**config.mk**
```make
export PLATFORM = sky130hd
export DESIGN_NAME = tg_flit_arbiter
export DESIGN_NICKNAME = d
export VERILOG_FILES = /design/src/rtl/tg_flit_arbiter.sv
export SDC_FILE = /design/constraint.sdc
export NUM_CORES = 1
export LEC_CHECK = 0
export BUFFER_PORTS_ARGS = -buffer_cell sky130_fd_sc_hd__buf_4
export CORE_ASPECT_RATIO = 1.4
export CORE_MARGIN = 4
export CORE_UTILIZATION = 45
export CTS_CLUSTER_DIAMETER = 200
export DETAILED_ROUTE_END_ITERATION = 6
export GPL_TIMING_DRIVEN = 0
export HOLD_SLACK_MARGIN = 0.03
export PLACE_DENSITY_LB_ADDON = 0.05
export SYNTH_ARGS = -nofsm -noshare
export SYNTH_HDL_FRONTEND = slang
export SYNTH_SLANG_ARGS = --single-unit
```
**constraint.sdc**
```tcl
create_clock -name clock -period 4.8 [get_ports clock]
set_input_delay 0 -clock clock [delete_from_list [all_inputs] [get_ports clock]]
set_output_delay 0 -clock clock [all_outputs]
set_load 0.02 [all_outputs]
```
**src/rtl/tg_flit_arbiter.sv**
```systemverilog
// Packet-atomic round-robin arbiter feeding one output-buffer injection port
// from NUM_SRC traffic generators, with per-source packet counters.
module tg_flit_arbiter #(
  parameter int NUM_SRC    = 4,
  parameter int FLIT_WIDTH = 36,
  parameter int CNT_WIDTH  = 16
) (
  input  logic                          clock,
  input  logic                          reset,
  input  logic                          enable,
  input  logic                          measure,
  input  logic                          obuf_full,
  input  logic [NUM_SRC-1:0]            src_valid,
  input  logic [NUM_SRC-1:0]            src_tail,
  input  logic [NUM_SRC*FLIT_WIDTH-1:0] src_flit,
  output logic [NUM_SRC-1:0]            src_grant,
  output logic                          out_valid,
  output logic [FLIT_WIDTH-1:0]         out_flit,
  output logic                          busy,
  output logic [NUM_SRC*CNT_WIDTH-1:0]  pkt_count
);

  localparam int IDX_W = (NUM_SRC > 1) ? $clog2(NUM_SRC) : 1;

  typedef enum logic {S_IDLE, S_LOCKED} state_t;

  state_t               r_state;
  state_t               w_state_nxt;
  logic [IDX_W-1:0]     r_rr_ptr;
  logic [IDX_W-1:0]     r_owner;
  logic [IDX_W-1:0]     w_rr_ptr_nxt;
  logic [IDX_W-1:0]     w_owner_nxt;
  logic [IDX_W-1:0]     w_rr_win;
  logic [IDX_W-1:0]     w_win;
  logic                 w_rr_found;
  logic                 w_gnt;
  logic                 w_tail;
  logic [FLIT_WIDTH-1:0] w_flits [NUM_SRC];
  logic [FLIT_WIDTH-1:0] w_flit;
  logic                 r_out_valid;
  logic [FLIT_WIDTH-1:0] r_out_flit;
  logic                 r_busy;
  logic [CNT_WIDTH-1:0] r_cnt [NUM_SRC];

  // First requester strictly after ptr, wrapping; returns {found, index}.
  function automatic logic [IDX_W:0] rr_search(input logic [NUM_SRC-1:0] req,
                                               input logic [IDX_W-1:0]   ptr);
    logic [IDX_W:0] res;
    int             idx;
    res = '0;
    for (int k = NUM_SRC; k >= 1; k--) begin
      idx = (int'(ptr) + k) % NUM_SRC;
      if (req[idx[IDX_W-1:0]]) res = {1'b1, idx[IDX_W-1:0]};
    end
    return res;
  endfunction

  function automatic logic [CNT_WIDTH-1:0] sat_inc(input logic [CNT_WIDTH-1:0] v);
    return (&v) ? v : v + 1'b1;
  endfunction

  for (genvar gi = 0; gi < NUM_SRC; gi++) begin : g_unpack
    assign w_flits[gi] = src_flit[gi*FLIT_WIDTH +: FLIT_WIDTH];
    assign pkt_count[gi*CNT_WIDTH +: CNT_WIDTH] = r_cnt[gi];
  end

  always_comb begin
    {w_rr_found, w_rr_win} = rr_search(src_valid, r_rr_ptr);
    w_state_nxt  = r_state;
    w_rr_ptr_nxt = r_rr_ptr;
    w_owner_nxt  = r_owner;
    w_win        = r_owner;
    w_gnt        = 1'b0;
    case (r_state)
      S_IDLE: begin
        w_win = w_rr_win;
        if (enable && !obuf_full && w_rr_found) begin
          w_gnt = 1'b1;
          if (src_tail[w_rr_win]) begin
            w_rr_ptr_nxt = w_rr_win;
          end else begin
            w_owner_nxt = w_rr_win;
            w_state_nxt = S_LOCKED;
          end
        end
      end
      S_LOCKED: begin
        // Only the owner may advance; a gap from the owner just stalls.
        if (src_valid[r_owner] && !obuf_full) begin
          w_gnt = 1'b1;
          if (src_tail[r_owner]) begin
            w_rr_ptr_nxt = r_owner;
            w_state_nxt  = S_IDLE;
          end
        end
      end
      default: w_state_nxt = S_IDLE;
    endcase
    w_tail    = src_tail[w_win];
    w_flit    = w_flits[w_win];
    src_grant = '0;
    if (w_gnt) src_grant[w_win] = 1'b1;
  end

  // Register stage: arbitration state and output flit
  always_ff @(posedge clock) begin
    if (reset) begin
      r_state     <= S_IDLE;
      r_rr_ptr    <= IDX_W'(NUM_SRC - 1);
      r_owner     <= '0;
      r_out_valid <= 1'b0;
      r_out_flit  <= '0;
      r_busy      <= 1'b0;
    end else begin
      r_state     <= w_state_nxt;
      r_rr_ptr    <= w_rr_ptr_nxt;
      r_owner     <= w_owner_nxt;
      r_out_valid <= w_gnt;
      r_busy      <= (w_state_nxt == S_LOCKED);
      if (w_gnt) r_out_flit <= w_flit;
    end
  end

  for (genvar gc = 0; gc < NUM_SRC; gc++) begin : g_cnt
    always_ff @(posedge clock) begin
      if (reset) begin
        r_cnt[gc] <= '0;
      end else if (w_gnt && w_tail && measure && (w_win == IDX_W'(gc))) begin
        r_cnt[gc] <= sat_inc(r_cnt[gc]);
      end
    end
  end

  assign out_valid = r_out_valid;
  assign out_flit  = r_out_flit;
  assign busy      = r_busy;

endmodule

```
==> results.sh, run 1 <==
export IMPL_syn_to_final_growth_pct=43.7
export IMPL_ant_nets=0
export IMPL_cts_resized=0
export IMPL_grt_ovfl_total=0
export IMPL_holdPathStages=4
export IMPL_hold_end="r_owner[1]"
export IMPL_vias=5663
export IMPL_dp_cells=1034
export IMPL_setup_viol_count_final=0
export IMPL_fmax_mhz=320
export IMPL_ys_async_sr_fraction=0
export IMPL_seq_area_sq_um=2760
export IMPL_avgViaCountPerCell=5.31
export IMPL_power_density_nw_per_um2=284
export IMPL_crit_cells=8
export IMPL_grt_max_degree=18
export IMPL_die_w_um=107
export IMPL_drive_gt1_frac=0.408
export IMPL_max_slew_worst_pin_slew_ns=0.714
export IMPL_drc=0
export IMPL_first_pass_iters=4
export IMPL_grt_util_met1=0.257
export IMPL_instances_no_fill=1067
export IMPL_drv_cap=0
export IMPL_htreeDepth=3
export IMPL_crit_type="register to register"
export IMPL_finalClockSkew_ns=0.00956
export IMPL_min_from="obuf_full"
export IMPL_wl_per_cell_um=17.2
export IMPL_seq_area_frac_synth=0.448
export IMPL_fin_crit_sh=0.652
export IMPL_synth_seq_cells=106
export IMPL_place_area_sq_um=8370
export IMPL_clock_latency_ns=0.34
export IMPL_use_met3=0.0571
export IMPL_finalCriticalPeriod_ns=3.13
export IMPL_grtUsageTotal=0.233
export IMPL_syn_area_sq_um=6160
export IMPL_r2r_cells=8
export IMPL_r2r_setup_slack_ns=1.67
export IMPL_cp_max_fo=11
export IMPL_netlist_instances=589
export IMPL_start_kind="register"
export IMPL_grt_first_pass_wirelength_um=29400
export IMPL_ir_worst_vdd_v=0.000155
export IMPL_cp_slowest_stage_delay_ns=0.51
export IMPL_path_delay_family="compound AO/OA/AOI/OAI gates"
export IMPL_rsz0062_at_grt="false"
export IMPL_grt_pass1_vias=6009
export IMPL_power_leakage_nw=3.66
export IMPL_numCtsBuffers=9
export IMPL_multi_input_area_sq_um=3180
export IMPL_crit_buf_inv=2
export IMPL_cp_end_kind="register"
export IMPL_cts_sinks=106
export IMPL_yosys_warnings=0
export IMPL_power_w=0.00251
export IMPL_synth_top_cell_area_share=0.312
export IMPL_crit_chain="nand2b_1 -> a21bo_2 -> nand3_1 -> a32o_1 -> clkbuf_1 -> o21ai_0 -> o31ai_2 -> buf_4"
export IMPL_setup_slack_ns=1.67
export IMPL_worstPathRequired_ns=4.84
export IMPL_mostFrequentLayoutCell="buf_4"
export IMPL_r2r_end="r_cnt[1][8]"
export IMPL_portBuffers=261
export IMPL_maxSlewHeadroom=0.524
export IMPL_drt_iter0_drc=247
export IMPL_clock_root_buffer="clkbuf_16"
export IMPL_fillers=1146
export IMPL_routabilityCongestion=0.856
export IMPL_cts_tree="built"
export IMPL_slew_violations=0
export IMPL_dieArea_sq_um=15700
export IMPL_dp_worst_setup_slack_ns=1.68
export IMPL_hold_class="input port to register"
export IMPL_status="complete, no violations"
export IMPL_synth_edf_count=64
export IMPL_totalNegativeSetupSlack_ns=0
export IMPL_rows=50
export IMPL_path_clk_slew_ns=0.07
export IMPL_synth_top_cells_by_area="edfxtp_1 31%, dfxtp_1 14%, mux4_2 11%, nand2_1 4.9%, xor2_1 4.7%"
export IMPL_slowest_stage="o31ai_2"
export IMPL_rr_startpoint="r_rr_ptr[0]"
export IMPL_met2_usage=0.425
export IMPL_ios=263
export IMPL_grt_busiest_layer="met2"
export IMPL_synthFlopType="edfxtp_1"
export IMPL_diodes=0
export IMPL_ys_types=59
export IMPL_arrival_ns=3.17
export IMPL_mostFrequentLayoutCells="266 x buf_4, 81 x nand2_1, 64 x nor2_1, 64 x edfxtp_1, 43 x a21oi_1"
export IMPL_clockBufferDepth=2
export IMPL_chipHeight_um=146
export IMPL_synth_avg_cell_area_sq_um=10.5
export IMPL_synth_largest_area_cell="edfxtp_1"
export IMPL_antenna_found_initial=0
export IMPL_final_area_sq_um=8860
export IMPL_hold_viol=0
export IMPL_dp_hpwl_um=14600
export IMPL_nets=1041
export IMPL_start_util=0.460
export IMPL_wl_um=18400
export IMPL_coreArea_sq_um=13400
export IMPL_synth_nets=750
## sequential cells by signal, indices dropped and copies added (netlist names)
signal and count:
r_rr_ptr 2, r_owner 2, busy 1, out_flit 36, r_cnt 64, out_valid 1
## cell usage after synthesis, types with 3 or more instances
cell type / number
and4_1: 3
a21oi_1: 43
edfxtp_1: 64
buf_2: 4
clkbuf_1: 16
nand2b_1: 4
nand3_2: 4
xnor2_1: 23
nor2_1: 64
o21ai_0: 13
mux2i_1: 7
mux2_2: 10
xor2_1: 33
buf_4: 3
and2_1: 6
nor3_1: 4
nand3_1: 35
ha_1: 4
inv_1: 10
a221oi_1: 8
nor2_2: 13
buf_6: 5
nand2_1: 81
nor3b_1: 3
and3_1: 20
mux4_2: 29
dfxtp_1: 42
## worst max path at each step
stage,slack [ns],start,end
finish,1.67,r_rr_ptr[0],r_cnt[1][8]
global route,1.42,r_owner[1],r_cnt[3][10]
CTS,1.67,r_owner[1],r_cnt[3][9]
detailed placement,1.68,r_owner[1],r_cnt[3][2]
global placement,0.68,r_rr_ptr[0],r_cnt[1][2]
floorplan,1.53,r_rr_ptr[0],r_cnt[1][0]
## kinds of logic after synthesis
logic type | after synthesis | synth area share
simple gates | 249 | 0.192
flops | 106 | 0.448
compound gates | 86 | 0.0952
xor+xnor | 56 | 0.0796
mux | 47 | 0.140
buf+inv | 41 | 0.0369
fa+ha+maj | 4 | 0.00812
## worst register-to-register path: cells and delay by family (launching register included)
| kind | cells | cell delay, ns |
|---|---|---|
| flops | 1 | 0.34 |
| compound gates | 4 | 1.21 |
| buf+inv | 2 | 0.75 |
| simple gates | 2 | 0.54 |
## stage by stage
step	hold slack [ns]	util
floorplan	0.195	-
CTS	0.0475	0.662
global placement	0.257	0.624
global route	0.0810	0.662
detailed placement	0.270	0.625
finish	0.0660	0.662
## final cells by class
class                   instances  area share
multi-input cells             442       0.359
flip-flops and latches        106       0.312
clock buffers                  10      0.0258
clock inverters                 6      0.0100
plain buffers                  31      0.0215
repair buffers                280       0.242
well taps                     182      0.0257
inverters                      10     0.00424
## timing repair
| item | 4_1_cts | 5_1_grt |
|---|---|---|
| buffers inserted | 0 | 0 |
| hold endpoints to repair | 11 | 0 |
| hold buffers | 17 | 0 |
## routing by layer
| layer | up-vias | wire length (um) |
|---|---|---|
| li1 | 2707 | - |
| met1 | 2720 | 6740 |
| met2 | 201 | 9930 |
| met3 | 35 | 1160 |
| met4 | 0 | 535 |
| met5 | - | 0 |
## power by group
part	switching, W	internal, W	total (W)	leakage, nW
sequential	0.0000476	0.00102	0.00107	1.01
combinational	0.000322	0.000342	0.000664	2.51
clock	0.000325	0.000459	0.000784	0.151
Note: power is estimated with default switching activity, not from simulation.
==> inputs of run 2 (changes only) <==
Clock period 4.8 ns to 3.1 ns, I/O delays scaled along.
==> results.sh, run 2 (same netlist as run 1, synthesis figures left out) <==
export IMPL_dp_worst_setup_slack_ns=-0.467
export IMPL_endpoint="out_flit[12]"
export IMPL_clockBufferDepth=2
export IMPL_max_slew_worst_pin_slew_ns=0.639
export IMPL_hold_viol=0
export IMPL_dp_hpwl_um=14700
export IMPL_grt_pass1_vias=5785
export IMPL_p_clk_frac=0.281
export IMPL_arrival_ns=3.07
export IMPL_combinationalPowerShare=0.277
export IMPL_status="complete, no violations"
export IMPL_finalClockSkew_ns=0.00821
export IMPL_clock_root_buffer="clkbuf_16"
export IMPL_vias=5649
export IMPL_setup_viol_count_final=0
export IMPL_dieArea_sq_um=15700
export IMPL_drc=0
export IMPL_diodes=0
export IMPL_mostFrequentLayoutCells="264 x buf_4, 81 x nand2_1, 64 x nor2_1, 64 x edfxtp_1"
export IMPL_grtUsageTotal=0.230
export IMPL_multi_input_area_sq_um=3210
export IMPL_r2r_setup_slack_ns=0.26
export IMPL_r2r_cells=8
export IMPL_holdPathStages=4
export IMPL_grt_first_pass_wirelength_um=28700
export IMPL_die_w_um=107
export IMPL_final_area_sq_um=8840
export IMPL_clock_latency_ns=0.34
export IMPL_power_switching_w=0.00108
export IMPL_wl_per_cell_um=17.5
export IMPL_cts_tree="built"
export IMPL_rr_startpoint="r_rr_ptr[1]"
export IMPL_p_seq_frac=0.442
export IMPL_hold_class="input port to register"
export IMPL_first_pass_iters=5
export IMPL_numCtsBuffers=9
export IMPL_fin_crit_sh=0.918
export IMPL_setup_slack_ns=0.256
export IMPL_slew_violations=0
export IMPL_start_util=0.460
export IMPL_drive_gt1_frac=0.411
export IMPL_largest_reg_flops=64
export IMPL_ant_nets=0
export IMPL_fillers=1150
export IMPL_finalCriticalPeriod_ns=2.84
export IMPL_power_leakage_nw=3.65
export IMPL_start_kind="register"
export IMPL_p_int_w=0.00265
export IMPL_grt_max_degree=17
export IMPL_path_clk_slew_ns=0.07
export IMPL_worstPathRequired_ns=3.33
export IMPL_crit_type="register to register"
export IMPL_cp_max_fo=10
export IMPL_ir_worst_vdd_v=0.000225
export IMPL_swShare=0.289
export IMPL_rsz0062_at_grt="false"
export IMPL_regMostFlops="r_cnt"
export IMPL_power_density_nw_per_um2=422
export IMPL_r2r_end="out_flit[12]"
export IMPL_seq_area_sq_um=2760
export IMPL_chipHeight_um=146
export IMPL_syn_to_final_growth_pct=43.4
export IMPL_mostFrequentLayoutCell="buf_4"
export IMPL_drt_iter0_drc=291
export IMPL_drv_cap=0
export IMPL_holdWs_ns=0.0597
export IMPL_maxSlewHeadroom=0.574
export IMPL_routabilityCongestion=0.853
export IMPL_ios=263
export IMPL_nets=1040
export IMPL_cts_sinks=106
export IMPL_grt_ovfl_total=0
export IMPL_fmax_mhz=352
export IMPL_rows=50
export IMPL_antenna_found_initial=0
export IMPL_place_area_sq_um=8360
export IMPL_wl_um=18600
export IMPL_avgViaCountPerCell=5.30
export IMPL_coreArea_sq_um=13400
export IMPL_portBuffers=261
export IMPL_cp_end_kind="register"
export IMPL_startpoint="r_rr_ptr[1]"
export IMPL_htreeDepth=3
-- run 2: critical path: stages (launching register included) --
cell and delay, ns:
dfxtp_1 0.47, nor3b_1 0.13, a311oi_4 0.47, nor2_1 0.08, a32o_1 0.25, clkbuf_1 0.27, a221oi_1 0.40, dlygate4sd3_1 0.61
a21oi_1 0.06
-- run 2: worst min-delay path by stage --
stage | from | end | slack [ns]
after floorplan | src_flit[12] | out_flit[12] | 0.20
after global placement | reset | out_valid | 0.26
after detailed placement | reset | out_valid | 0.27
after CTS | obuf_full | r_owner[1] | 0.06
after global routing | src_flit[112] | out_flit[4] | 0.07
final | obuf_full | r_rr_ptr[0] | 0.06
-- run 2: metrics by stage --
stage | power (W) | cells | util | TNS (ns)
global route | 0.00391 | 1066 | 0.660 | 0
detailed placement | 0.00269 | 1032 | 0.624 | -14.66
CTS | 0.00375 | 1066 | 0.659 | 0
floorplan | 0.00227 | 589 | - | 0
global placement | 0.00267 | 1032 | 0.624 | -10.90
finish | 0.00373 | 1066 | 0.660 | 0
-- run 2: layer usage --
metal	GRT usage	wire length, um	up-vias
met1	0.252	6690	2696
met4	0.0717	452	0
met5	0	0	-
li1	-	-	2703
met2	0.423	10100	218
met3	0.0650	1370	32
-- run 2: power by group through the flow --
stage	combinational, W	clock [W]	sequential, W
3_3_place_gp	0.000992	0	0.00168
4_1_cts	0.00104	0.00106	0.00165
6_report	0.00103	0.00105	0.00165
5_1_grt	0.00111	0.00114	0.00166
2_1_floorplan	0.000502	0	0.00177
3_5_place_dp	0.00101	0	0.00168
-- run 2: layout make-up --
cell class | instances | area share
plain buffers | 31 | 0.0215
clock buffers | 11 | 0.0263
clock inverters | 5 | 0.00340
inverters | 10 | 0.00425
multi-input cells | 442 | 0.363
flip-flops and latches | 106 | 0.313
well taps | 182 | 0.0258
repair buffers | 279 | 0.243
-- run 2: what timing repair did --
action,CTS,global route
gates resized for setup,3,3
hold buffers,17,0
hold endpoints to repair,11,0
buffers inserted,1,0
pin swaps,1,0
setup endpoints to repair,32,33
==> inputs of run 3 (changes only) <==
Settings changed: CTS_BUF_LIST from default to sky130_fd_sc_hd__clkbuf_2.
==> results.sh, run 3 (same netlist as run 1, synthesis figures left out) <==
export IMPL_wl_met1_um=7170
export IMPL_start_kind="register"
export IMPL_cts_tree="built"
export IMPL_clockBufferDepth=2
export IMPL_top_layer_used="met4"
export IMPL_p_seq_frac=0.478
export IMPL_largest_reg_flops=64
export IMPL_p_clk_frac=0.165
export IMPL_maxSlewHeadroom=0.570
export IMPL_path_delay_family="buffers and inverters"
export IMPL_drt_iter0_drc=325
export IMPL_dieArea_sq_um=15700
export IMPL_drive_gt1_frac=0.382
export IMPL_drv_cap=0
export IMPL_cp_end_kind="register"
export IMPL_ir_worst_vdd_v=0.000203
export IMPL_cts_sinks=106
export IMPL_portBuffers=261
export IMPL_grt_first_pass_wirelength_um=31500
export IMPL_slew_violations=0
export IMPL_route_met3_wl_um=1320
export IMPL_grt_max_degree=20
export IMPL_power_w=0.00346
export IMPL_nets=1123
export IMPL_worstPathRequired_ns=3.62
export IMPL_finalCriticalPeriod_ns=2.91
export IMPL_arrival_ns=3.43
export IMPL_syn_to_final_growth_pct=54.3
export IMPL_crit_chain="buf_6 -> nor3_1 -> dlygate4sd3_1 -> a21oi_1 -> dlygate4sd3_1 -> nor3_1 -> dlygate4sd3_1"
export IMPL_wl_um=20100
export IMPL_hold_viol=0
export IMPL_setup_viol_count_final=0
export IMPL_coreArea_sq_um=13400
export IMPL_antenna_found_initial=1
export IMPL_first_pass_iters=5
export IMPL_path_clk_slew_ns=0.25
export IMPL_power_density_nw_per_um2=364
export IMPL_max_slew_worst_pin_slew_ns=0.644
export IMPL_wl_met2_um=11200
export IMPL_avgViaCountPerCell=5.25
export IMPL_crit_type="register to register"
export IMPL_p_int_w=0.00238
export IMPL_fmax_mhz=344
export IMPL_dp_worst_setup_slack_ns=-0.467
export IMPL_ant_nets=0
export IMPL_combinationalPowerShare=0.357
export IMPL_fin_crit_sh=0.938
export IMPL_chipHeight_um=146
export IMPL_regMostFlops="r_cnt"
export IMPL_start_util=0.460
export IMPL_path_common_cell="dlygate4sd3_1"
export IMPL_rsz0062_at_grt="false"
export IMPL_crit_buf_inv=4
export IMPL_die_w_um=107
export IMPL_routabilityCongestion=0.853
export IMPL_swShare=0.312
export IMPL_cp_slowest_stage_delay_ns=0.63
export IMPL_rows=50
export IMPL_wl_per_cell_um=17.5
export IMPL_ios=263
export IMPL_cp_max_fo=9
export IMPL_grt_pass1_vias=6336
export IMPL_mostFrequentLayoutCell="buf_4"
export IMPL_power_leakage_nw=3.93
export IMPL_clock_root_buffer="clkbuf_2"
export IMPL_grt_ovfl_total=0
export IMPL_drc=0
export IMPL_power_switching_w=0.00108
export IMPL_fillers=1035
export IMPL_mostFrequentLayoutCells="264 x buf_4, 101 x dlygate4sd3_1, 81 x nand2_1"
export IMPL_setup_slack_ns=0.191
export IMPL_slowest_stage="dlygate4sd3_1"
export IMPL_clock_latency_ns=0.57
export IMPL_htreeDepth=3
export IMPL_dp_hpwl_um=14700
export IMPL_hold_class="input port to register"
export IMPL_status="complete, no violations"
export IMPL_finalClockSkew_ns=0.0383
export IMPL_numCtsBuffers=9
export IMPL_vias=6036
export IMPL_grtUsageTotal=0.251
export IMPL_r2r_setup_slack_ns=0.19
-- run 3: cell count changes in the layout (fill, tap and decap cells not counted), moves of 4 or more --
cell | before | now
dlygate4sd3_1 | 17 | 101
clkbuf_1 | 18 | 14
clkbuf_16 | 9 | 0
clkbuf_2 | 0 | 13
-- run 3: path summary, 6_finish.rpt --
kind,start,end,cells past startpoint
hold / removal,enable,r_rr_ptr[0],6
setup reg to reg,busy,r_owner[1],7
hold reg to reg,out_flit[23],out_flit[23],2
setup / recovery,busy,r_owner[1],7
-- run 3: area by class of cell --
type	count	area [sq um]	share of cell area
well taps	182	228	0.0240
clock buffers	11	55.1	0.00579
diodes	1	2.50	0.000263
inverters	10	37.5	0.00395
repair buffers	363	2990	0.315
multi-input cells	442	3210	0.338
clock inverters	5	30.0	0.00316
flip-flops and latches	106	2760	0.291
plain buffers	30	189	0.0199
-- run 3: timing repair --
| item | CTS | global route |
|---|---|---|
| gates resized for setup | 3 | 9 |
| hold buffers | 101 | 0 |
| endpoints found under the setup margin | 33 | 56 |
| hold endpoints to repair | 66 | 0 |
| setup buffers | 1 | 0 |
| pin swaps | 1 | 0 |
-- run 3: through the flow --
| stage | util | cells | instance area (sq um) | hold WS, ns | TNS, ns |
|---|---|---|---|---|---|
| after floorplan | - | 589 | 6170 | 0.195 | 0 |
| after global placement | 0.624 | 1032 | 8360 | 0.257 | -10.90 |
| after detailed placement | 0.624 | 1032 | 8360 | 0.268 | -14.66 |
| after CTS | 0.709 | 1149 | 9490 | 0.0558 | 0 |
| after global routing | 0.710 | 1150 | 9510 | 0.0557 | 0 |
| final | 0.710 | 1150 | 9510 | 0.0850 | 0 |
-- run 3: worst min-delay path, cell delays in order --
cell and delay [ns]:
buf_4 0.11, o41ai_1 0.06, nand2b_1 0.14, a21oi_2 0.13, nand2_1 0.07, a221o_1 0.12
-- run 3: routing by layer --
metal | global-route usage | up-vias
li1 | - | 2872
met4 | 0.0781 | 0
met2 | 0.472 | 231
met1 | 0.275 | 2898
met3 | 0.0566 | 35
met5 | 0 | -
-- run 3: power groups by stage --
stage | registers, W | logic, W | clock network [W]
6_report | 0.00165 | 0.00123 | 0.000570
5_1_grt | 0.00167 | 0.00132 | 0.000651
4_1_cts | 0.00165 | 0.00122 | 0.000585
3_5_place_dp | 0.00168 | 0.00101 | 0
3_3_place_gp | 0.00168 | 0.000992 | 0
2_1_floorplan | 0.00177 | 0.000502 | 0
